`src/rtl/seven_seg_scan_ctrl.sv`:
```
// Scan controller for an 8-digit common-anode seven-segment display.
// Each digit is strobed for SCAN_DIV clocks; display data, decimal points
// and blink mask are captured into shadow registers once per frame so a
// digit never changes mid-scan. Anodes and segments are active-low and
// registered, one cycle behind the digit index.
module seven_seg_scan_ctrl #(
    parameter int SCAN_DIV  = 50000,
    parameter int BLINK_DIV = 64
) (
    input  logic        clk,
    input  logic        rst,
    input  logic        en,
    input  logic [31:0] disp_num,
    input  logic [7:0]  point_in,
    input  logic [7:0]  blink_in,
    output logic [7:0]  an,
    output logic [7:0]  seg,
    output logic        frame_done,
    output logic        blink_phase
);

    localparam int PW = (SCAN_DIV > 1) ? $clog2(SCAN_DIV) : 1;
    localparam int FW = (BLINK_DIV > 1) ? $clog2(BLINK_DIV) : 1;
    localparam logic [PW-1:0] SCAN_LAST  = PW'(SCAN_DIV - 1);
    localparam logic [FW-1:0] BLINK_LAST = FW'(BLINK_DIV - 1);

    logic [PW-1:0] pre_q, pre_d;
    logic [2:0]    idx_q, idx_d;
    logic [FW-1:0] fcnt_q, fcnt_d;
    logic          bp_q, bp_d;
    logic [31:0]   sh_num_q, sh_num_d;
    logic [7:0]    sh_pt_q, sh_pt_d;
    logic [7:0]    sh_bl_q, sh_bl_d;
    logic [7:0]    an_q, an_d;
    logic [7:0]    seg_q, seg_d;
    logic          fd_q, fd_d;

    logic          scan_wrap;
    logic          frame_wrap;
    logic [3:0]    nib;
    logic [6:0]    hex_seg;

    // Active-low {g,f,e,d,c,b,a} pattern for one hex nibble.
    function automatic logic [6:0] hex_decode(input logic [3:0] n);
        logic [6:0] s;
        case (n)
            4'h0: s = 7'h40;
            4'h1: s = 7'h79;
            4'h2: s = 7'h24;
            4'h3: s = 7'h30;
            4'h4: s = 7'h19;
            4'h5: s = 7'h12;
            4'h6: s = 7'h02;
            4'h7: s = 7'h78;
            4'h8: s = 7'h00;
            4'h9: s = 7'h10;
            4'hA: s = 7'h08;
            4'hB: s = 7'h03;
            4'hC: s = 7'h46;
            4'hD: s = 7'h21;
            4'hE: s = 7'h06;
            default: s = 7'h0E;
        endcase
        return s;
    endfunction

    assign scan_wrap  = (pre_q == SCAN_LAST);
    assign frame_wrap = scan_wrap && (idx_q == 3'd7);
    assign nib        = 4'(sh_num_q >> {idx_q, 2'b00});
    assign hex_seg    = hex_decode(nib);

    // Next-state for scan counters, blink timing, shadow capture and pin drive.
    always_comb begin
        pre_d    = pre_q;
        idx_d    = idx_q;
        fcnt_d   = fcnt_q;
        bp_d     = bp_q;
        sh_num_d = sh_num_q;
        sh_pt_d  = sh_pt_q;
        sh_bl_d  = sh_bl_q;
        an_d     = 8'hFF;
        seg_d    = 8'hFF;
        fd_d     = 1'b0;

        if (!en) begin
            // Disabled: hold everything at the start of a frame and keep the
            // shadows tracking the inputs so enabling shows fresh data at once.
            pre_d    = '0;
            idx_d    = 3'd0;
            fcnt_d   = '0;
            bp_d     = 1'b0;
            sh_num_d = disp_num;
            sh_pt_d  = point_in;
            sh_bl_d  = blink_in;
        end else begin
            an_d  = ~(8'd1 << idx_q);
            seg_d = {~sh_pt_q[idx_q], hex_seg};
            // Blanked digits keep their anode strobe so scan timing is unchanged.
            if (bp_q && sh_bl_q[idx_q]) begin
                seg_d = 8'hFF;
            end

            if (scan_wrap) begin
                pre_d = '0;
                idx_d = idx_q + 3'd1;
            end else begin
                pre_d = pre_q + PW'(1);
            end

            if (frame_wrap) begin
                fd_d     = 1'b1;
                sh_num_d = disp_num;
                sh_pt_d  = point_in;
                sh_bl_d  = blink_in;
                if (fcnt_q == BLINK_LAST) begin
                    fcnt_d = '0;
                    bp_d   = ~bp_q;
                end else begin
                    fcnt_d = fcnt_q + FW'(1);
                end
            end
        end
    end

    // State and output registers; reset blanks the display immediately.
    always_ff @(posedge clk or posedge rst) begin
        if (rst) begin
            pre_q    <= '0;
            idx_q    <= 3'd0;
            fcnt_q   <= '0;
            bp_q     <= 1'b0;
            sh_num_q <= 32'd0;
            sh_pt_q  <= 8'd0;
            sh_bl_q  <= 8'd0;
            an_q     <= 8'hFF;
            seg_q    <= 8'hFF;
            fd_q     <= 1'b0;
        end else begin
            pre_q    <= pre_d;
            idx_q    <= idx_d;
            fcnt_q   <= fcnt_d;
            bp_q     <= bp_d;
            sh_num_q <= sh_num_d;
            sh_pt_q  <= sh_pt_d;
            sh_bl_q  <= sh_bl_d;
            an_q     <= an_d;
            seg_q    <= seg_d;
            fd_q     <= fd_d;
        end
    end

    assign an          = an_q;
    assign seg         = seg_q;
    assign frame_done  = fd_q;
    assign blink_phase = bp_q;

endmodule

```
`config.mk`:
```
export PLATFORM = sky130hd
export DESIGN_NAME = seven_seg_scan_ctrl
export DESIGN_NICKNAME = d
export VERILOG_FILES = /design/src/rtl/seven_seg_scan_ctrl.sv
export SDC_FILE = /design/constraint.sdc
export NUM_CORES = 1
export LEC_CHECK = 0
export ABC_CLOCK_PERIOD_IN_PS = 2400
export BUFFER_PORTS_ARGS = -buffer_cell sky130_fd_sc_hd__buf_2
export CORE_ASPECT_RATIO = 0.6
export CORE_MARGIN = 5
export CORE_UTILIZATION = 45
export DETAILED_ROUTE_END_ITERATION = 12
export PLACE_DENSITY = 0.68
export SYNTH_ARGS = -nofsm -noshare
export SYNTH_HDL_FRONTEND = slang
export SYNTH_SLANG_ARGS = --single-unit
```
`constraint.sdc`:
```
create_clock -name clk -period 2.4 [get_ports clk]
set_input_delay 0.24 -clock clk [delete_from_list [all_inputs] [get_ports clk]]
set_output_delay 0.24 -clock clk [all_outputs]
set_load 0.01 [all_outputs]
```
Word-level counts from Yosys, hierarchy flattened
Memories as Yosys holds them, arrays and structs flattened.
Index checks and enable logic that the tools add are counted.
Word-level totals
  word-level logic and storage cells: 54
  memory bits (read-only): 112
  input port bits: 51
  register bits after elaboration: 91
  memories: 1
  output and inout bits: 18
Memory list
  (name not given): depth 16, bits a word 7, rd ports 1, clocked after Yosys merged registers in 0, write ports 0, RTL line 46  | case (n)
Cells by class
  reduce and logical (&&, ||, !) cells: 3
  eq/ne operators: 6
  bitwise operators: 3
  order comparisons: 1
  shifts and indexed selects: 2
  $add $sub $neg: 3
  multiplexer cells: 25
Operator list (count)
  32-bit 2-to-1 mux: 2
  8-bit 2-to-1 mux: 7
  16-bit 2-to-1 mux: 2
  32-bit by 5-bit right shift with 4-bit output: 1
  6-bit 2-to-1 mux: 3
  16-bit by 1-bit adder with 16-bit output (second input constant): 1
  16-bit == test (second input constant): 1
  8-bit inverter: 1
  1-bit by 3-bit left shift with 8-bit output (first input constant): 1
  1-bit 2-to-1 mux: 7
  6-bit by 1-bit adder with 6-bit output (second input constant): 1
  1-bit binary-select mux with 3-bit select: 2
  6-bit == test (second input constant): 1
  3-bit 2-to-1 mux: 2
  2-bit by 1-bit inequality test with 1-bit output (second input constant): 3
  3-bit by 4-bit less-than comparator with 1-bit output (second input constant): 1
  3-bit by 1-bit adder with 3-bit output (second input constant): 1
  3-bit == test (second input constant): 1
  1-bit logical AND: 2
  1-bit inverter: 2
  2-bit AND reduction: 1

Logic depth before layout (Yosys ltp)
Gate-level depths: netlist (run 1).
  depth after elaboration: 5
  mapped depth: 9
  depth with buffers taken out: 7

Worst setup path before layout (run 1)
Ideal clock, no wire load.
  path type: flip-flop to flip-flop
  start point: reg idx_q[0]
  end point: reg seg_q[4], in the netlist seg[4]
  arrival time: 2.467 ns
  path buffers: 2
  data required time: 2.287 ns
  clock period less this slack: 2.581 ns
  path slack: -0.181 ns
  stages on the path, launching flop included: 10
  library setup time: 0.113 ns
  path through: dfrtp_1 > buf_2 > buf_2 > mux4_2 > mux2i_1 > inv_1 > ha_1 > mux2_2 > nand2_1 > o311ai_0
On the way
  longest elaborated chain between the ends: 5
  elaborated cells on any way between the ends: 7
  those cells by class: 1 x shift; 4 x mux; 1 x reduce/logical; 1 x memory
Ends and longest elaborated chain
  start: declaration: RTL line 28  | logic [2:0] idx_q, idx_d;
  start signal: assignment: RTL line 140  | idx_q <= idx_d;
  parallel branches: the longest is 3 deep, another holds memory 16 x 7 bit
  8-bit 2-to-1 mux *: RTL line 99  | if (bp_q && sh_bl_q[idx_q]) begin
  8-bit 2-to-1 mux *: RTL line 85  | if (!en) begin
  named net seg_d[4]: RTL line 35  | logic [7:0] seg_q, seg_d;
  end signal: assignment: RTL line 147  | seg_q <= seg_d;
  end: declaration: RTL line 35
Mark *: on every way through the listed nets, which the timed path passes. The select of a mux whose other input is x is not followed.
A chain may end at the register's enable or synchronous reset.

Worst setup path after layout (run 1)
  start point: reg pre_q[11]
  end point: reg sh_num_q[20]
On the way
  longest elaborated chain between the ends: 3
Ends and longest elaborated chain
  start: declaration: RTL line 27  | logic [PW-1:0] pre_q, pre_d;
  start signal: assignment: RTL line 139  | pre_q <= pre_d;
  16-bit == test: RTL line 67  | assign scan_wrap = (pre_q == SCAN_LAST);
  1-bit logical AND: RTL line 68  | assign frame_wrap = scan_wrap && (idx_q == 3'd7);
  2-bit by 1-bit inequality test with 1-bit output (no source line)
  end signal: assignment: RTL line 143  | sh_num_q <= sh_num_d;
  end: declaration: RTL line 31  | logic [31:0] sh_num_q, sh_num_d;
Every way passes these cells.

==> flow_summary_export.csv, run 1 <==
group,metric,value,unit
outcome,status,"finished, final reports clean",
routing,first_iter_violations,172,
place,place_ws,0.0638,ns
setup_path,critPathKind,"reg2reg",
setup_path,cp.required,2.62,ns
floorplan,pin_count,69,
logic_synthesis,synthArstFlopShare,100,%
timing,fin_ws,0.0865,ns
pwr,p_total,3.45,mW
logic_synthesis,seq_area_frac_synth,53.6,%
setup_path,path_cells,"or4_4 > nor4_4 > nand2_4 > nand2_8 > clkbuf_16 > mux2_2",
timing,max_freq,432,MHz
timing,rsz0062_at_grt,"no",
logic_synthesis,synth_edf_count,0,
pwr,pwr-share-clk,38.8,%
cells_and_area,num_antenna_cells,0,
logic_synthesis,synthesis.nets,401,
timing,min_period_over_period,96.4,%
pwr,sw_frac_of_total,22.8,%
floorplan,core,9220,sq um
logic_synthesis,syn_area_per_cell,12.8,sq um
pwr,p_comb_share,11.8,%
run,max_cap_violations,0,
routing,via_count,2941,
cells_and_area,final_core_util,58.0,%
setup_path,critPathArrivalTime,2.54,ns
logic_synthesis,synth_top_cell_by_area,"dfrtp_1",
cells_and_area,fillers,771,
global_routing,track_usage,16.8,%
setup_path,path_buf_inv,1,
pwr,irDropWorstVdd,0.332,mV
pwr,p_per_area,645,nW/um^2
logic_synthesis,synth_top_area_share,43.8,%
setup_path,cp_max_fo,12,
clock_network,cts-root-buf,"clkbuf_16",
routing,first_pass_iters,5,
pwr,seqPwrFrac,49.4,%
clock_network,cts_num_sinks,91,
cells_and_area,multi_input_area,1980,sq um
global_routing,first_global_vias,2969,
clock_network,clock_latency,0.34,ns
logic_synthesis,ys_ff_latch,91,
setup_path,end_kind,"flop",
routing,drc_errors,0,
routing,vias_per_cell,5.26,
pwr,p_leak,2.40,nW
clock_network,clk_pin_slew,0.06,ns
pwr,p_switching,0.789,mW
routing,antenna_left,0,
setup_path,r2r_setup_slack,0.09,ns
logic_synthesis,synth_common_cells,"dfrtp_1, mux2_2, nor2_1",
clock_network,cts_hold_buf,0,
place,gp_congestion,0.862,
setup_path,cp_top_family,"simple AND/OR/NAND/NOR gates",
clock_network,cts_tree,"done",
timing,hold_violations,0,
timing,timing.final.max_slew_violations,0,
pwr,internal-power,2.66,mW
logic_synthesis,ys.flop_type,"dfrtp_1",
logic_synthesis,synth_most_common_cell,"dfrtp_1",
clock_network,cts_buffers,9,
timing,setup_viol,0,
setup_path,startpoint_type,"flop",
timing,clock_skew,0.00786,ns
global_routing,antenna_found_initial,0,
setup_path,reg2reg_from,"pre_q[11]$_DFF_PP0_",
place,portBuffers,68,
global_routing,grt_pass1_wl,15.3,mm
min_path,hold_path.class,"in2async",
setup_path,max_stage_delay,0.57,ns
logic_synthesis,syn_area,4280,sq um
timing,fin_crit,2.31,ns
setup_path,rr_endpoint,"sh_num_q[20]$_DFFE_PP0P_",
cells_and_area,final_cells,559,
cells_and_area,drive_gt1_share,44.3,%
cells_and_area,ff_latch_area,2300,sq um
clock_network,clockBufferDepth,2,
global_routing,overflow,0,
place,placed_area,4970,sq um
routing,wirelength,9.29,mm
timing,slew_headroom,61.2,%
place,place_inst,538,
global_routing,grt_max_degree,92,
logic_synthesis,yosysWarnings,0,
cells_and_area,num-nets-final,489,
logic_synthesis,synthTopCellsByArea,"dfrtp_1, dfstp_2, mux2_2, mux2_1, mux4_2",
setup_path,crit_path_top_delay_cell,"or4_4",
place,place_hpwl,6.55,mm
timing,setup-tns-final,0,ns
floorplan,die_x,136,um
routing,avgRoutedWirePerCell,16.6,um
timing,whs,0.0190,ns
logic_synthesis,syn_inst,336,
floorplan,die_h,85.6,um
cells_and_area,area_growth,24.9,%
timing,worstMarginPinSlew,0.577,ns
floorplan,dieArea,11600,sq um
cells_and_area,final_area,5350,sq um
logic_synthesis,synthDistinctLibCells,46,
floorplan,initial_core_util,46.5,%
clock_network,h-tree-depth,3,
setup_path,r2r_cells,6,
floorplan,num_rows,27,
==> tightest hold or removal path, stage by stage <==
cell and delay, ns:
buf_2 0.11, clkinvlp_4 0.07, buf_12 0.36
==> state kept, by name, indices dropped and copies added (netlist names) <==
register     flops
frame_done       1
idx_q            3
sh_num_q        32
seg              8
an               8
sh_pt_q          8
fcnt_q           6
pre_q           16
blink_phase      1
sh_bl_q          8
==> logic make-up after synthesis <==
group / after synthesis / synth area share [%]
simple gates: 90 / 10.9
mux: 71 / 21.1
fa+ha+maj: 14 / 4.09
buf+inv: 25 / 2.77
compound gates: 28 / 4.09
xor+xnor: 17 / 3.48
flops: 91 / 53.6
==> layout make-up <==
class / count / share of cell area [%]
clock buffer: 14 / 5.14
clock inverter: 2 / 0.187
inverter: 11 / 0.842
multi-input combinational: 220 / 36.9
sequential: 91 / 42.9
tap: 130 / 3.04
timing repair buffer: 91 / 10.9
==> power by group through the flow <==
stage               sequential [mW]  combinational, mW  clock, mW
detailed placement             1.73              0.395          0
global placement               1.73              0.383          0
global route                   1.72              0.451       1.45
finish                         1.70              0.409       1.34
CTS                            1.70              0.396       1.38
floorplan                      1.72              0.267          0
==> metal layers <==
metal,routed length [um],vias up,global-route usage [%]
met3,588,8,4.69
met5,0,-,0
met4,87,0,4.76
met2,3980,102,23.0
met1,4630,1463,25.9
li1,-,1368,-
==> placed cells by master (no fill, tap or decap), types with 10 or more instances in the layout <==
cell / instances
nor2_1: 25
mux2_2: 30
buf_2: 68
dfrtp_1: 74
xor2_1: 13
mux4_2: 10
clkbuf_16: 12
dfstp_2: 16
nand3_1: 17
nand2_1: 16
mux2_4: 20
ha_1: 14
buf_4: 18
==> how the worst max path moves through the flow <==
stage | to | from | cells after the start | slack, ns
floorplan | seg[4]$_DFF_PP1_ | idx_q[0]$_DFFE_PP0P_ | 9 | -0.12
global placement | sh_num_q[13]$_DFFE_PP0P_ | pre_q[12]$_DFF_PP0_ | 6 | 0.10
detailed placement | sh_num_q[8]$_DFFE_PP0P_ | pre_q[11]$_DFF_PP0_ | 6 | 0.06
CTS | sh_num_q[8]$_DFFE_PP0P_ | pre_q[11]$_DFF_PP0_ | 6 | 0.04
global route | sh_num_q[27]$_DFFE_PP0P_ | pre_q[11]$_DFF_PP0_ | 6 | 0.003
finish | sh_num_q[20]$_DFFE_PP0P_ | pre_q[11]$_DFF_PP0_ | 6 | 0.09
==> what timing repair did <==
| action | in CTS | in global routing |
|---|---|---|
| resized for setup | 0 | 5 |
| setup buffers | 0 | 3 |
| setup endpoints to repair | 0 | 43 |
Note: power is estimated with default switching activity, not from simulation.
==> inputs of run 2 (changes only) <==
- ABC_CLOCK_PERIOD_IN_PS: 2400 -> not set
- CELL_PAD_IN_SITES_DETAIL_PLACEMENT: not set -> 1
- CELL_PAD_IN_SITES_GLOBAL_PLACEMENT: not set -> 2
- CORE_UTILIZATION: 45 -> 34
- CTS_CLUSTER_DIAMETER: not set -> 200
- PLACE_DENSITY: 0.68 -> not set
- PLACE_DENSITY_LB_ADDON: not set -> 0.1
==> run 2 against run 1 <==
The flow now finishes with violations (hold timing). Non-clock buffer count is 1 lower. Die area grew 29%. Wire length rose by 17%. Via count fell by 2.0%. Clock power hardly changed. Critical path type unchanged.
==> flow_summary_export.csv, run 2 (synthesis gave the netlist of run 1 again) <==
group,metric,value,unit
outcome,status,"finished with violations",
outcome,violations,"hold timing",
setup_path,critPathArrivalTime,2.54,ns
clock_network,cts_buffers,9,
pwr,irDropWorstVdd,0.359,mV
timing,worstMarginPinSlew,0.700,ns
clock_network,cts_setup_buffers,0,
routing,route.met3.wl,403,um
clock_network,clockBufferDepth,2,
pwr,p_total,3.50,mW
global_routing,grt_max_degree,38,
pwr,internal-power,2.59,mW
clock_network,cts-root-buf,"clkbuf_16",
global_routing,antenna_found_initial,0,
pwr,seqPwrFrac,48.8,%
min_path,hold_path.class,"in2async",
routing,route.met2.wl,4.31,mm
global_routing,track_usage,14.9,%
setup_path,cp_max_fo,12,
clock_network,clock_latency,0.34,ns
setup_path,critPathKind,"reg2reg",
setup_path,r2r_setup_slack,0.09,ns
timing,hold_violations,6,
global_routing,first_global_vias,3178,
timing,max_freq,434,MHz
timing,slew_headroom,53.2,%
pwr,p_switching,0.908,mW
place,portBuffers,68,
routing,avgRoutedWirePerCell,18.4,um
cells_and_area,reg_top3,"sh_num_q (32), pre_q (16)",
cells_and_area,num-nets-final,488,
setup_path,cp.required,2.63,ns
timing,clock_skew,0.0104,ns
place,gp_congestion,0.793,
timing,timing.final.max_slew_violations,0,
clock_network,cts_resized,0,
cells_and_area,final_cells,593,
setup_path,startpoint_type,"flop",
timing,whs,-0.00520,ns
clock_network,cts_num_sinks,91,
floorplan,initial_core_util,35.2,%
setup_path,rr_endpoint,"sh_num_q[13]$_DFFE_PP0P_",
floorplan,die_x,155,um
timing,min_period_over_period,96.1,%
timing,setup-tns-final,0,ns
place,place_hpwl,8.06,mm
global_routing,overflow,0,
run,max_cap_violations,0,
routing,antenna_left,0,
cells_and_area,final_core_util,44.2,%
cells_and_area,largest_register,"sh_num_q",
timing,setup_viol,0,
clock_network,cts_hold_buf,0,
setup_path,r2r_cells,6,
cells_and_area,mostFrequentLayoutCell,"dfrtp_1",
global_routing,grt_pass1_wl,17.7,mm
timing,fin_crit,2.31,ns
floorplan,core,12200,sq um
cells_and_area,final_cell_mix,"dfrtp_1, buf_2, mux2_2",
floorplan,pin_count,69,
floorplan,num_rows,31,
pwr,p_per_area,651,nW/um^2
routing,vias_per_cell,4.86,
cells_and_area,largest_reg_flops,32,
setup_path,end_kind,"flop",
routing,highest_layer,"met4",
routing,met1_length,6.11,mm
pwr,p_leak,2.40,nW
cells_and_area,fillers,1328,
routing,first_pass_iters,4,
pwr,pwr-share-clk,39.1,%
clock_network,clk_pin_slew,0.07,ns
routing,drc_errors,0,
setup_path,reg2reg_from,"pre_q[11]$_DFF_PP0_",
routing,wirelength,10.9,mm
routing,first_iter_violations,127,
cells_and_area,drive_gt1_share,44.6,%
place,place_inst,575,
pwr,sw_frac_of_total,25.9,%
routing,via_count,2883,
cells_and_area,num_antenna_cells,0,
pwr,p_comb_share,12.1,%
cells_and_area,area_growth,25.6,%
clock_network,h-tree-depth,3,
clock_network,cts_tree,"done",
timing,rsz0062_at_grt,"no",
floorplan,die_h,97.0,um
floorplan,dieArea,15000,sq um
run 2: cell types whose count changed in the layout (fill, tap and decap cells not counted), moves of 2 or more:
cell        delta
buf_4          -2
clkbuf_1       -3
clkinv_2       -2
clkinvlp_4     +3
inv_6          +2
run 2: critical path, cell delays in order, from the launching register on:
cell and delay, ns:
dfrtp_1 0.44, or4_4 0.57, nor4_4 0.38, nand2_4 0.11
nand2_4 0.15, clkbuf_16 0.21, mux2_2 0.34
run 2: per-layer routing:
layer	vias up	track usage [%]
met3	6	3.75
met2	57	20.0
li1	1366	-
met5	-	0
met4	0	3.26
met1	1454	23.8
run 2: power by group through the flow:
stage | logic [mW] | registers (mW) | clock network, mW
floorplan | 0.267 | 1.72 | 0
global placement | 0.405 | 1.74 | 0
detailed placement | 0.416 | 1.74 | 0
CTS | 0.417 | 1.71 | 1.41
global route | 0.466 | 1.72 | 1.47
finish | 0.423 | 1.71 | 1.37
run 2: how the worst max path moves through the flow:
stage                     depth (start not counted)  slack [ns]                       end                  from
final                                             6        0.09  sh_num_q[13]$_DFFE_PP0P_   pre_q[11]$_DFF_PP0_
after global routing                              6       0.008  sh_num_q[26]$_DFFE_PP0P_   pre_q[11]$_DFF_PP0_
after detailed placement                          6        0.09  sh_num_q[19]$_DFFE_PP0P_   pre_q[12]$_DFF_PP0_
after floorplan                                   9       -0.12          seg[4]$_DFF_PP1_  idx_q[0]$_DFFE_PP0P_
after CTS                                         6        0.06  sh_num_q[19]$_DFFE_PP0P_   pre_q[12]$_DFF_PP0_
after global placement                            6        0.09  sh_num_q[29]$_DFFE_PP0P_   pre_q[10]$_DFF_PP0_
run 2: cell type report:
type	instances	area, sq um	area share (%)
Multi-Input combinational cell	220	1950	36.3
Timing Repair Buffer	90	591	11.0
Clock inverter	7	60.1	1.12
Inverter	11	45.0	0.837
Clock buffer	9	225	4.19
Tap cell	165	206	3.84
Sequential cell	91	2300	42.7
run 2: per-stage QoR:
| step | worst slack, ns | hold WS [ns] | cell area (sq um) |
|---|---|---|---|
| after floorplan | -0.124 | 0.375 | 4380 |
| final | 0.0946 | -0.00520 | 5380 |
| after global routing | 0.00771 | 0.0347 | 5380 |
| after global placement | 0.0918 | 0.387 | 5040 |
| after detailed placement | 0.0862 | 0.390 | 5040 |
| after CTS | 0.0600 | 0.0167 | 5320 |
==> inputs of run 3 (changes only) <==
- PLACE_DENSITY_LB_ADDON: 0.1 -> 0.3
==> run 3 against run 2 <==
The flow now finishes without violations. Sequential power hardly changed. Via count is 1.3% higher. First-iteration DRC count is 41% lower. Hold slack better by 0.11 ns. Clock-buffer cell count is 1 higher. Final cell count is 1.2% higher. Non-clock buffer count is 7 higher. Critical path type unchanged. Largest power group unchanged.
==> flow_summary_export.csv, run 3 (synthesis gave the netlist of run 1 again) <==
group,metric,value,unit
place,portBuffers,68,
setup_path,startpoint_type,"flop",
floorplan,core,12200,sq um
setup_path,crit_path_top_delay_cell,"or4_4",
cells_and_area,num-nets-final,495,
timing,min_period_over_period,95.6,%
pwr,p_leak,2.42,nW
cells_and_area,largest_reg_flops,32,
setup_path,cp.required,2.67,ns
timing,hold_violations,0,
min_path,whs_path_depth,2,
timing,clock_skew,0.00870,ns
setup_path,cp_num_cells,6,
setup_path,critPathKind,"reg2reg",
setup_path,r2r_setup_slack,0.10,ns
routing,avgRoutedWirePerCell,18.0,um
setup_path,path_buf_inv,1,
clock_network,clk_pin_slew,0.07,ns
cells_and_area,area_growth,26.4,%
routing,wirelength,10.8,mm
cells_and_area,reg_top3,"sh_num_q (32), pre_q (16)",
setup_path,r2r_cells,6,
floorplan,pin_count,69,
timing,fin_ws,0.105,ns
floorplan,die_x,155,um
cells_and_area,final_cell_mix,"dfrtp_1, buf_2, mux2_2",
clock_network,cts_tree,"done",
setup_path,crit_end,"fcnt_q[5]$_DFFE_PP0P_",
floorplan,num_rows,31,
clock_network,cts_num_sinks,91,
cells_and_area,mostFrequentLayoutCell,"dfrtp_1",
setup_path,cp-startpoint,"pre_q[4]$_DFF_PP0_",
cells_and_area,largest_register,"sh_num_q",
clock_network,clock_latency,0.35,ns
setup_path,cp_top_family,"simple AND/OR/NAND/NOR gates",
floorplan,initial_core_util,35.2,%
timing,worstMarginPinSlew,0.694,ns
routing,first_iter_violations,75,
cells_and_area,drive_gt1_share,46.2,%
global_routing,antenna_found_initial,0,
clock_network,cts_buffers,9,
setup_path,end_kind,"flop",
cells_and_area,num_antenna_cells,0,
place,gp_congestion,0.830,
timing,max_freq,436,MHz
pwr,p_per_area,644,nW/um^2
global_routing,first_global_vias,3305,
clock_network,cts-root-buf,"clkbuf_16",
setup_path,path_cells,"or4_4 > nor4_4 > nand2_4 > buf_4 > or4_4 > a21oi_2",
setup_path,crit_top_cell,"or4_4",
min_path,hold_path.class,"in2reg",
routing,drc_errors,0,
pwr,irDropWorstVdd,0.337,mV
place,place_ws,-0.0763,ns
global_routing,grt_pass1_wl,18.0,mm
run,max_cap_violations,0,
routing,via_count,2920,
routing,antenna_left,0,
clock_network,clockBufferDepth,2,
global_routing,track_usage,15.0,%
setup_path,max_stage_delay,0.54,ns
floorplan,dieArea,15000,sq um
setup_path,rr_endpoint,"fcnt_q[5]$_DFFE_PP0P_",
outcome,status,"finished, final reports clean",
setup_path,reg2reg_from,"pre_q[4]$_DFF_PP0_",
global_routing,overflow,0,
timing,slew_headroom,53.3,%
timing,setup_viol,0,
floorplan,die_h,97.0,um
place,placed_area,5050,sq um
place,place_hpwl,8.18,mm
timing,timing.final.max_slew_violations,0,
setup_path,critPathArrivalTime,2.57,ns
cells_and_area,fillers,1319,
clock_network,h-tree-depth,3,
cells_and_area,final_area,5420,sq um
routing,vias_per_cell,4.87,
global_routing,grt_max_degree,42,
routing,first_pass_iters,4,
setup_path,cp_max_fo,8,
timing,fin_crit,2.30,ns
-- run 3: final cells by class --
class | count | area (sq um) | area share [%]
clock buffers | 10 | 239 | 4.41
repair buffers | 97 | 611 | 11.3
flip-flops and latches | 91 | 2300 | 42.5
multi-input cells | 220 | 1970 | 36.3
inverters | 11 | 45.0 | 0.832
well taps | 165 | 206 | 3.81
clock inverters | 6 | 47.5 | 0.878
-- run 3: report_power, final --
part | internal [mW] | total [mW] | switching (mW)
registers | 1.65 | 1.71 | 0.0579
clock network | 0.739 | 1.37 | 0.626
logic | 0.222 | 0.416 | 0.193
total | 2.61 | 3.49 | 0.877
-- run 3: what timing repair did --
item | in CTS | in global routing
hold buffers | 1 | 0
endpoints found under the hold margin | 23 | 0
setup buffers | 0 | 5
gates resized for setup | 1 | 5
setup endpoints to repair | 4 | 6
pin swaps | 0 | 3
-- run 3: worst min-delay path by stage --
stage | to | startpoint
after floorplan | sh_num_q[26]$_DFFE_PP0P_ | disp_num[26]
after global placement | sh_bl_q[3]$_DFFE_PP0P_ | rst
after detailed placement | sh_bl_q[2]$_DFFE_PP0P_ | rst
after CTS | sh_num_q[26]$_DFFE_PP0P_ | disp_num[26]
after global routing | sh_pt_q[1]$_DFFE_PP0P_ | point_in[1]
final | sh_num_q[26]$_DFFE_PP0P_ | disp_num[26]
-- run 3: worst reg2reg max path, delay by kind of cell (launching register included) --
family,cells,cell delay (ns)
compound gates,1,0.12
buf+inv,1,0.17
flops,1,0.43
simple gates,4,1.50
-- run 3: through the flow --
stage | util (%) | hold slack [ns] | setup TNS, ns | std cells | total power [mW]
CTS | 43.9 | 0.0939 | 0 | 595 | 3.54
finish | 44.5 | 0.101 | 0 | 600 | 3.49
floorplan | - | 0.375 | -0.757 | 336 | 1.99
global route | 44.5 | 0.106 | -0.0199 | 600 | 3.66
detailed placement | 41.5 | 0.333 | -0.143 | 578 | 2.15
global placement | 41.5 | 0.317 | 0 | 578 | 2.13
-- run 3: per-layer routing --
layer,vias up,part of all wire [%],GRT usage (%)
met1,1475,52,22.1
li1,1386,-,-
met4,0,0.81,3.87
met2,54,44,21.8
met5,-,0,0
met3,5,3.8,4.06
